==> config.mk <==
export PLATFORM = sky130hd
export DESIGN_NAME = shazam_top
export DESIGN_NICKNAME = d
export VERILOG_FILES = /design/src/rtl/shazam_top.sv
export SDC_FILE = /design/constraint.sdc
export NUM_CORES = 1
export LEC_CHECK = 0
export ABC_AREA = 1
export ABC_CLOCK_PERIOD_IN_PS = 15000
export BUFFER_PORTS_ARGS = -buffer_cell sky130_fd_sc_hd__buf_2
export CORE_MARGIN = 5
export CORE_UTILIZATION = 63
export DETAILED_ROUTE_END_ITERATION = 7
export GPL_TIMING_DRIVEN = 1
export HOLD_SLACK_MARGIN = 0.12
export PLACE_DENSITY = 0.82
export SYNTH_ARGS = -nofsm -noshare
export SYNTH_HDL_FRONTEND = slang
export SYNTH_SLANG_ARGS = --single-unit
==> constraint.sdc <==
create_clock -name clk -period 15 [get_ports clk]
set_clock_uncertainty 0.2 [all_clocks]
set_input_delay 1.5 -clock clk [delete_from_list [all_inputs] [get_ports clk]]
set_output_delay 1.5 -clock clk [all_outputs]
set_load 0.05 [all_outputs]
==> src/rtl/shazam_top.sv <==
`default_nettype none
// ============================================================================
// Module      : shazam_top (with SHAZAM_ANALYZE_SOUNDS analyser model)
// Description : Audio fingerprint front end. Gates ADC samples into the
//               spectral analyser, keeps a sorted list of the strongest
//               magnitude bins per frame and shifts the bin indices out
//               over a write-only SPI link (mode 1, cs active low).
// Revision    : 1.0 - initial release
// ============================================================================

// ----------------------------------------------------------------------------
// Behavioural analyser with the same port contract as the production block.
// Bin k of a frame carries the sum of accepted samples 2k and 2k+1, so a
// frame of FFT_LENGTH samples yields FFT_LENGTH/2 ordered bins with one
// magnitude_ready pulse each.
// ----------------------------------------------------------------------------
module SHAZAM_ANALYZE_SOUNDS (
    input  logic        clk,
    input  logic        reset,
    input  logic [11:0] adc_data,
    input  logic        adc_data_valid,
    output logic [15:0] magnitude,
    output logic        magnitude_ready
);

    logic        r_phase;
    logic [11:0] r_first;

    // Pair up consecutive samples and emit one bin per pair.
    always_ff @(posedge clk or posedge reset) begin
        if (reset) begin
            r_phase         <= 1'b0;
            r_first         <= 12'd0;
            magnitude       <= 16'd0;
            magnitude_ready <= 1'b0;
        end else begin
            magnitude_ready <= 1'b0;
            if (adc_data_valid) begin
                r_phase <= ~r_phase;
                if (!r_phase) begin
                    r_first <= adc_data;
                end else begin
                    magnitude       <= 16'(r_first) + 16'(adc_data);
                    magnitude_ready <= 1'b1;
                end
            end
        end
    end

endmodule

// ----------------------------------------------------------------------------
// Top level datapath
// ----------------------------------------------------------------------------
module shazam_top #(
    parameter int FFT_LENGTH    = 1024,
    parameter int MAXIMAS_COUNT = 10,
    parameter int SCLK_DIV      = 4
) (
    input  logic        clk,
    input  logic        reset,
    input  logic        start,
    input  logic [11:0] adc_data,
    input  logic        adc_data_valid,
    output logic        mosi,
    output logic        cs,
    output logic        sclk
);

    localparam int              c_TX_BITS  = 16 * MAXIMAS_COUNT;
    localparam int              c_BIT_W    = $clog2(c_TX_BITS);
    localparam int              c_CNT_W    = $clog2(SCLK_DIV);
    localparam logic [8:0]      c_LAST_BIN = 9'(FFT_LENGTH / 2 - 1);
    localparam logic [c_BIT_W-1:0] c_LAST_BIT = c_BIT_W'(c_TX_BITS - 1);
    localparam logic [c_CNT_W-1:0] c_HALF     = c_CNT_W'(SCLK_DIV / 2);
    localparam logic [c_CNT_W-1:0] c_HALF_M1  = c_CNT_W'(SCLK_DIV / 2 - 1);
    localparam logic [c_CNT_W-1:0] c_DIV_M1   = c_CNT_W'(SCLK_DIV - 1);

    typedef enum logic [1:0] {
        S_IDLE        = 2'd0,
        S_ASSERT_CS   = 2'd1,
        S_SHIFT       = 2'd2,
        S_DEASSERT_CS = 2'd3
    } tx_state_t;

    // ------------------------------------------------------------------
    // Sample gate and analyser
    // ------------------------------------------------------------------
    logic        w_sample_valid;
    logic [15:0] w_mag;
    logic        w_mag_ready;

    assign w_sample_valid = adc_data_valid & start;

    SHAZAM_ANALYZE_SOUNDS u_analyser (
        .clk             (clk),
        .reset           (reset),
        .adc_data        (adc_data),
        .adc_data_valid  (w_sample_valid),
        .magnitude       (w_mag),
        .magnitude_ready (w_mag_ready)
    );

    // ------------------------------------------------------------------
    // Bin counter and end-of-frame strobe
    // ------------------------------------------------------------------
    logic [8:0] r_bin;
    logic       r_found;   // maximas_found_active

    // Count bins; the last bin of the frame raises the found strobe.
    always_ff @(posedge clk or posedge reset) begin
        if (reset) begin
            r_bin   <= 9'd0;
            r_found <= 1'b0;
        end else begin
            r_found <= w_mag_ready && (r_bin == c_LAST_BIN);
            if (w_mag_ready) begin
                r_bin <= (r_bin == c_LAST_BIN) ? 9'd0 : r_bin + 9'd1;
            end
        end
    end

    // ------------------------------------------------------------------
    // Peak tracker: slot 0 holds the strongest bin. An empty slot ranks
    // below any real bin, so zero-magnitude bins still fill the list in
    // ascending order.
    // ------------------------------------------------------------------
    logic [MAXIMAS_COUNT-1:0][8:0]  r_idx;
    logic [MAXIMAS_COUNT-1:0][15:0] r_mag;
    logic [MAXIMAS_COUNT-1:0]       r_full;

    logic [MAXIMAS_COUNT-1:0][8:0]  w_prev_idx;
    logic [MAXIMAS_COUNT-1:0][15:0] w_prev_mag;
    logic [MAXIMAS_COUNT-1:0]       w_prev_full;
    logic [MAXIMAS_COUNT-1:0]       w_gt;
    logic [MAXIMAS_COUNT-1:0]       w_gt_prev;
    logic [MAXIMAS_COUNT-1:0][8:0]  w_nxt_idx;
    logic [MAXIMAS_COUNT-1:0][15:0] w_nxt_mag;
    logic [MAXIMAS_COUNT-1:0]       w_nxt_full;
    logic                           w_insert;

    assign w_insert    = w_mag_ready && (r_bin != 9'd0);
    assign w_prev_idx  = {r_idx[MAXIMAS_COUNT-2:0], 9'd0};
    assign w_prev_mag  = {r_mag[MAXIMAS_COUNT-2:0], 16'd0};
    assign w_prev_full = {r_full[MAXIMAS_COUNT-2:0], 1'b0};
    assign w_gt_prev   = {w_gt[MAXIMAS_COUNT-2:0], 1'b0};

    // Slot ranking: a slot loses to the new bin only when strictly weaker.
    always_comb begin
        w_gt = '0;
        for (int i = 0; i < MAXIMAS_COUNT; i++) begin
            w_gt[i] = !r_full[i] || (w_mag > r_mag[i]);
        end
    end

    // Insertion: slots below the insert point take their upper neighbour.
    always_comb begin
        w_nxt_idx  = r_idx;
        w_nxt_mag  = r_mag;
        w_nxt_full = r_full;
        for (int i = 0; i < MAXIMAS_COUNT; i++) begin
            if (w_gt_prev[i]) begin
                w_nxt_idx[i]  = w_prev_idx[i];
                w_nxt_mag[i]  = w_prev_mag[i];
                w_nxt_full[i] = w_prev_full[i];
            end else if (w_gt[i]) begin
                w_nxt_idx[i]  = r_bin;
                w_nxt_mag[i]  = w_mag;
                w_nxt_full[i] = 1'b1;
            end
        end
    end

    // Tracker state; the end-of-frame strobe clears it for the next frame.
    always_ff @(posedge clk or posedge reset) begin
        if (reset) begin
            r_idx  <= '0;
            r_mag  <= '0;
            r_full <= '0;
        end else if (r_found) begin
            r_idx  <= '0;
            r_mag  <= '0;
            r_full <= '0;
        end else if (w_insert) begin
            r_idx  <= w_nxt_idx;
            r_mag  <= w_nxt_mag;
            r_full <= w_nxt_full;
        end
    end

    // ------------------------------------------------------------------
    // Transmit buffer and SPI FSM
    // ------------------------------------------------------------------
    tx_state_t               r_state;
    tx_state_t               w_state_nxt;
    logic [c_CNT_W-1:0]      r_cnt;
    logic [c_BIT_W-1:0]      r_bit;
    logic [c_TX_BITS-1:0]    r_shift;
    logic [c_TX_BITS-1:0]    w_load_word;
    logic                    w_load;
    logic                    w_cnt_end;
    logic                    w_half_end;
    logic                    w_cs;
    logic                    w_sclk;
    logic                    w_mosi;

    // Pack the list with slot 0 in the top word so it leaves first.
    always_comb begin
        w_load_word = '0;
        for (int i = 0; i < MAXIMAS_COUNT; i++) begin
            w_load_word[(MAXIMAS_COUNT-1-i)*16 +: 16] = {7'd0, r_idx[i]};
        end
    end

    assign w_load     = r_found && (r_state == S_IDLE);
    assign w_cnt_end  = (r_cnt == c_DIV_M1);
    assign w_half_end = (r_cnt == c_HALF_M1);

    // Next-state and pin decode; a list arriving mid-burst is ignored.
    always_comb begin
        w_state_nxt = r_state;
        w_cs        = 1'b1;
        w_sclk      = 1'b0;
        w_mosi      = 1'b0;
        case (r_state)
            S_IDLE: begin
                if (w_load) begin
                    w_state_nxt = S_ASSERT_CS;
                end
            end
            S_ASSERT_CS: begin
                w_cs = 1'b0;
                if (w_half_end) begin
                    w_state_nxt = S_SHIFT;
                end
            end
            S_SHIFT: begin
                w_cs   = 1'b0;
                w_sclk = (r_cnt < c_HALF);
                w_mosi = r_shift[c_TX_BITS-1];
                if (w_cnt_end && (r_bit == c_LAST_BIT)) begin
                    w_state_nxt = S_DEASSERT_CS;
                end
            end
            S_DEASSERT_CS: begin
                if (w_cnt_end) begin
                    w_state_nxt = S_IDLE;
                end
            end
            default: begin
                w_state_nxt = S_IDLE;
            end
        endcase
    end

    // FSM state, phase counter, bit counter and shift register.
    always_ff @(posedge clk or posedge reset) begin
        if (reset) begin
            r_state <= S_IDLE;
            r_cnt   <= '0;
            r_bit   <= '0;
            r_shift <= '0;
        end else begin
            r_state <= w_state_nxt;
            if ((r_state == S_IDLE) || (w_state_nxt != r_state) || w_cnt_end) begin
                r_cnt <= '0;
            end else begin
                r_cnt <= r_cnt + 1'b1;
            end
            if (w_load) begin
                r_shift <= w_load_word;
                r_bit   <= '0;
            end else if ((r_state == S_SHIFT) && w_cnt_end) begin
                r_shift <= {r_shift[c_TX_BITS-2:0], 1'b0};
                r_bit   <= r_bit + 1'b1;
            end
        end
    end

    // Registered pins so the off-chip signals are glitch free.
    always_ff @(posedge clk or posedge reset) begin
        if (reset) begin
            cs   <= 1'b1;
            sclk <= 1'b0;
            mosi <= 1'b0;
        end else begin
            cs   <= w_cs;
            sclk <= w_sclk;
            mosi <= w_mosi;
        end
    end

endmodule
`default_nettype wire

Word-level counts from Yosys, hierarchy flattened --
Index checks and enable logic that the tools add are counted.
Word-level totals: register bits 475, logic and storage cells 201, output and inout bits 3
Cells by class: magnitude comparators 11, reduce and logical (&&, ||, !) cells 54, equal/unequal tests 8, add/sub/neg operators 4, bitwise operators 2, muxes and demuxes 79
Operator list (number):
- $mux W160 | 4
- $mux W16 | 19
- $mux W9 | 20
- $mux W90 | 2
- $gt A16 B16 Y1 | 10
- $reduce_bool A3 Y1 | 9
- $mux W1 | 24
- $reduce_and A2 Y1 | 12
- $mux W10 | 2
- $mux W8 | 2
- $add A12 B12 Y13 | 1
- $logic_or A1 B1 Y1 | 12
- $logic_not A1 Y1 | 10
- $mux W2 | 5
- $add A9 B1 Y9 const B | 1
- $eq A9 B9 Y1 const B | 1
- $reduce_bool A9 Y1 | 1
- $add A8 B1 Y8 const B | 1
- $eq A8 B8 Y1 const B | 1
- $pmux W2 S4 | 1
- $eq A2 B2 Y1 const B | 3
- $reduce_bool A2 Y1 | 3
- $logic_and A1 B1 Y1 | 5
- $eq A2 B1 Y1 const B | 2
- 7 further kinds | 7

Depth between registers and ports, before layout --
depth in word-level cells 8, gate-level depth with buffers 21

By module --
Synthesis repeated with hierarchy kept, for this count alone.
Second synthesis, totals: cell total of the unflattened synthesis 3807, area, all modules 27871.7 µm²
By module, submodules not included:
- shazam_top | cells an instance 3599, area an instance 26165.1 µm², sequential area each 11136.9 µm², instances 1
- SHAZAM_ANALYZE_SOUNDS | cells an instance 208, area an instance 1706.6 µm², sequential area each 675.6 µm², instances 1

Least setup slack after synthesis --
OpenSTA, ideal clock, no wires.
path kind input port to flip-flop, start input adc_data[0], end register u_analyser.magnitude[10], data arrival time 3.038 ns, buffers on the path 0, slack 11.645 ns, required time 14.682 ns, stages on the path 13, cells stage by stage ha_1 -> inv_1 -> fa_1 -> inv_1 -> nand2_1 -> a21oi_1 -> a21oi_1 -> o21ai_0 -> a21oi_1 -> inv_1 -> nand2_1 -> nand3_1 -> nand2_1
Between the ends: cells in the longest elaborated chain, start to end 1
RTL lines:
- from (decl) | line 63 | input logic [11:0] adc_data,
- $add A12 B12 Y13 | line 43 | magnitude <= 16'(r_first) + 16'(adc_data);
- to (signal assigned) | line 43
- to (decl) | line 22 | output logic [15:0] magnitude,
No other way between the ends. A chain may end at the register's enable or synchronous reset.

Worst setup path after layout --
start register r_state[1], end register r_shift[97]
Between the ends: cells in the longest elaborated chain, start to end 3
RTL lines:
- from (decl) | line 194 | tx_state_t r_state;
- from (signal assigned) | line 264 | r_state <= w_state_nxt;
- $eq A2 B2 Y1 or $logic_not A2 Y1 (tied branches) | line 273, 215
- $logic_and A1 B1 Y1 (on tied branches) | line 273, 215
- $reduce_bool A2 Y1 (no source line) or $mux W160 (tied branches)
- to (signal assigned) | line 271 | r_shift <= w_load_word;
- to (signal assigned) | line 274 | r_shift <= {r_shift[c_TX_BITS-2:0], 1'b0};
- to (decl) | line 198 | logic [c_TX_BITS-1:0] r_shift;
Parallel ways exist; a longest one is shown, timed or not.

==> impl_metrics.yaml <==
power:
  p_leak_uw: 0.0147
  power_density_nw_per_um2: 187
  vdd_drop_max_uv: 107
detailed_routing:
  drt_wl_total_um: 61200
  drt-pass1-iter-count: 6
  via_count: 22100
  drtAntennaViolNets: 0
  wl_per_cell_um: 15.6
  drt_iter0_drc: 2139
  vias_per_cell: 5.65
  drc_errors: 0
synthesis:
  synth.area.top_cells: "dfrtp_1 43%, nand2_1 19%, ha_1 7.5%, inv_1 5.6%, nor2_1 5.6%"
  synthMuxAreaShare_pct: 0.527
  synth_edf_count: 0
  synthCells: 3446
  synth_compound_area_share_pct: 8.78
  yosysWarnings: 0
  yosysTopAreaCellShare_pct: 43.5
  synth-simple-area-share_pct: 29.4
  synth_nets: 3615
  yosys.area_share.adder_pct: 7.57
  synth_xor_area_share_pct: 0.207
  ys_types: 50
  synth_flop_cell: "dfrtp_1"
  ys_seq_area_share_pct: 43.6
  synth.largest_area_cell: "dfrtp_1"
  synth_top_family_by_area: "simple AND/OR/NAND/NOR gates"
  ys_async_sr_fraction_pct: 100
  syn_area_per_cell_sq_um: 7.37
  synth-seq-cells: 442
  synthesis.area_sq_um: 25400
cells_and_area:
  utilization_pct: 67.4
  final_cell_mix: "1,292 x nand2_1, 440 x dfrtp_1, 376 x inv_1"
  diodes: 0
  layout_commonest_cell: "nand2_1"
  final_nets: 3526
  drive_above_1_share_pct: 5.16
  area_growth_pct: 5.75
min_path:
  hold_class: "register to register"
  min_to: "sclk"
  hold_path_startpoint: "r_cnt[1]"
  whs_path_depth: 1
setup_path:
  r2r_cells: 8
  path_class: "register to register"
  critPathCaptureType: "register"
  startpoint_type: "register"
  cp_data_required_time_ns: 15.29
  crit_top_cell: "inv_1"
  rr_endpoint: "r_shift[97]"
  critical-path-slowest-cell: "inv_2"
  cp.arrival_ns: 4.40
  reg2reg_slack_ns: 10.89
  crit_chain: "inv_1 > ha_1 > nand2_4 > inv_1 > nor2_4 > buf_4 > inv_2 > o221ai_1"
  critPathMaxFanout: 73
  r2r-start: "r_state[1]"
  critPathMaxStageDelay_ns: 0.64
floorplan:
  die_y_um: 211
  dieArea_sq_um: 44400
  fp-row-count: 73
  start_util_pct: 63.8
  core_sq_um: 39800
  die_w_um: 211
  io_pins: 19
global_route:
  gr-total-overflow: 0
  grt_pass1_vias: 21700
  grtUsageTotal_pct: 27.7
  antenna_found_initial: 0
  grt_pass1_wl_um: 104000
  grt_max_degree: 98
clock_network:
  clk_latency_ns: 0.60
  cts_buffers: 47
  cts_root_buf: "clkbuf_16"
  cts_tree: "done"
  cts_hold_buf: 0
  cts_htree_levels: 2
  post_cts_resized: 0
  cts.path.max_buffers: 3
  post-cts-setup-buffers: 0
  clk_pin_slew_ns: 0.06
  cts_num_sinks: 442
placement:
  place_congestion: 0.909
  numPortBuffers: 18
  dpl.hpwl_um: 39300
sta:
  setup_tns_ns: 0
  slew_headroom_pct: 23.1
  grt_setup_unrepaired: "false"
  slew_violations: 0
  setup_viol: 0
  fin_crit_sh_pct: 27.4
  max_freq_mhz: 243
  finalHoldViolations: 0
  worst_slew_pin_slew_ns: 1.15
  layout_min_cycle_time_ns: 4.11
outcome:
  status: "complete, no violations"
flow_run:
  drv_cap: 0
worst max path at each step:
stage / startpoint / slack [ns] / endpoint
3_3_place_gp: reset / 10.66 / r_idx[85]
2_1_floorplan: reset / 0.99 / mosi
3_5_place_dp: reset / 10.57 / r_idx[85]
5_1_grt: r_state[0] / 10.56 / r_shift[111]
6_report: r_state[1] / 10.89 / r_shift[97]
4_1_cts: r_state[0] / 10.94 / r_shift[97]
final cells by class:
type                    instances  area, sq um
clock inverters                10         92.6
fillers                      3264        13000
multi-input cells            2423        11800
flip-flops and latches        442        11100
inverters                     389         1480
clock buffers                  72         1370
repair buffers                 54          360
well taps                     525          657
state kept, by name (all words and copies together), names as in the netlist, 2 cells and up:
name,flops
r_full,10
u_analyser.r_first,12
r_state,2
r_bit,8
r_cnt,2
r_mag,130
r_shift,160
r_idx,90
r_bin,9
u_analyser.magnitude,13
power breakdown:
part / internal, uW / switching, uW / leakage (uW)
sequential: 1440 / 203 / 0.00596
combinational: 801 / 1450 / 0.00801
clock: 631 / 490 / 0.000717
total: 2870 / 2140 / 0.0147
Yosys cell counts, types with 2 or more instances:
master,number
dfrtp_1,441
nand4_1,5
nor2_1,376
o211ai_1,35
xor2_1,2
nor2_4,6
nor3b_1,2
and3_1,2
nand2_2,5
a21oi_1,117
xnor2_1,4
buf_1,19
o221ai_1,55
nand2_1,1294
nand3_1,177
ha_1,152
o22ai_1,27
o21ai_2,5
or2_2,3
buf_2,61
o21bai_1,2
buf_4,26
buf_6,19
nand2_4,4
o311ai_0,2
inv_1,378
a21o_1,10
a211oi_1,2
o21ai_0,95
o21ai_4,2
clkbuf_1,66
nor3_1,16
mux2_2,11
inv_2,8
nor4_1,2
cells by family after synthesis:
family                   Yosys count
XOR/XNOR                           6
multiplexers                      12
adder cells (fa/ha/maj)          153
AND/OR/NAND/NOR                 1893
AO/OA/AOI/OAI                    359
flip-flops                       442
buffers and inverters            581
per-layer routing:
metal	GRT usage (%)	vias up	wire length (um)
li1	-	10600	-
met1	36.5	10500	25800
met2	47.1	788	29300
met3	4.04	185	4010
met4	9.95	0	2110
met5	0	-	0
critical path, delay by kind of cell (launching register included):
family / cells / cell delay, ns
compound gates: 1 / 0.39
fa+ha+maj: 1 / 0.30
buf+inv: 4 / 1.79
flops: 1 / 0.46
simple gates: 2 / 0.80
per-stage QoR:
step	total power (uW)	hold WS, ns	setup WS, ns	instances	area, sq um
CTS	5000	0.276	10.94	3915	26900
global route	5460	0.292	10.56	3915	26900
finish	5020	0.271	10.89	3915	26900
detailed placement	3860	0.265	10.57	3833	25400
floorplan	3360	0.226	0.986	3446	25400
global placement	3770	0.245	10.66	3833	25400
(Power assumes the default switching activity.)
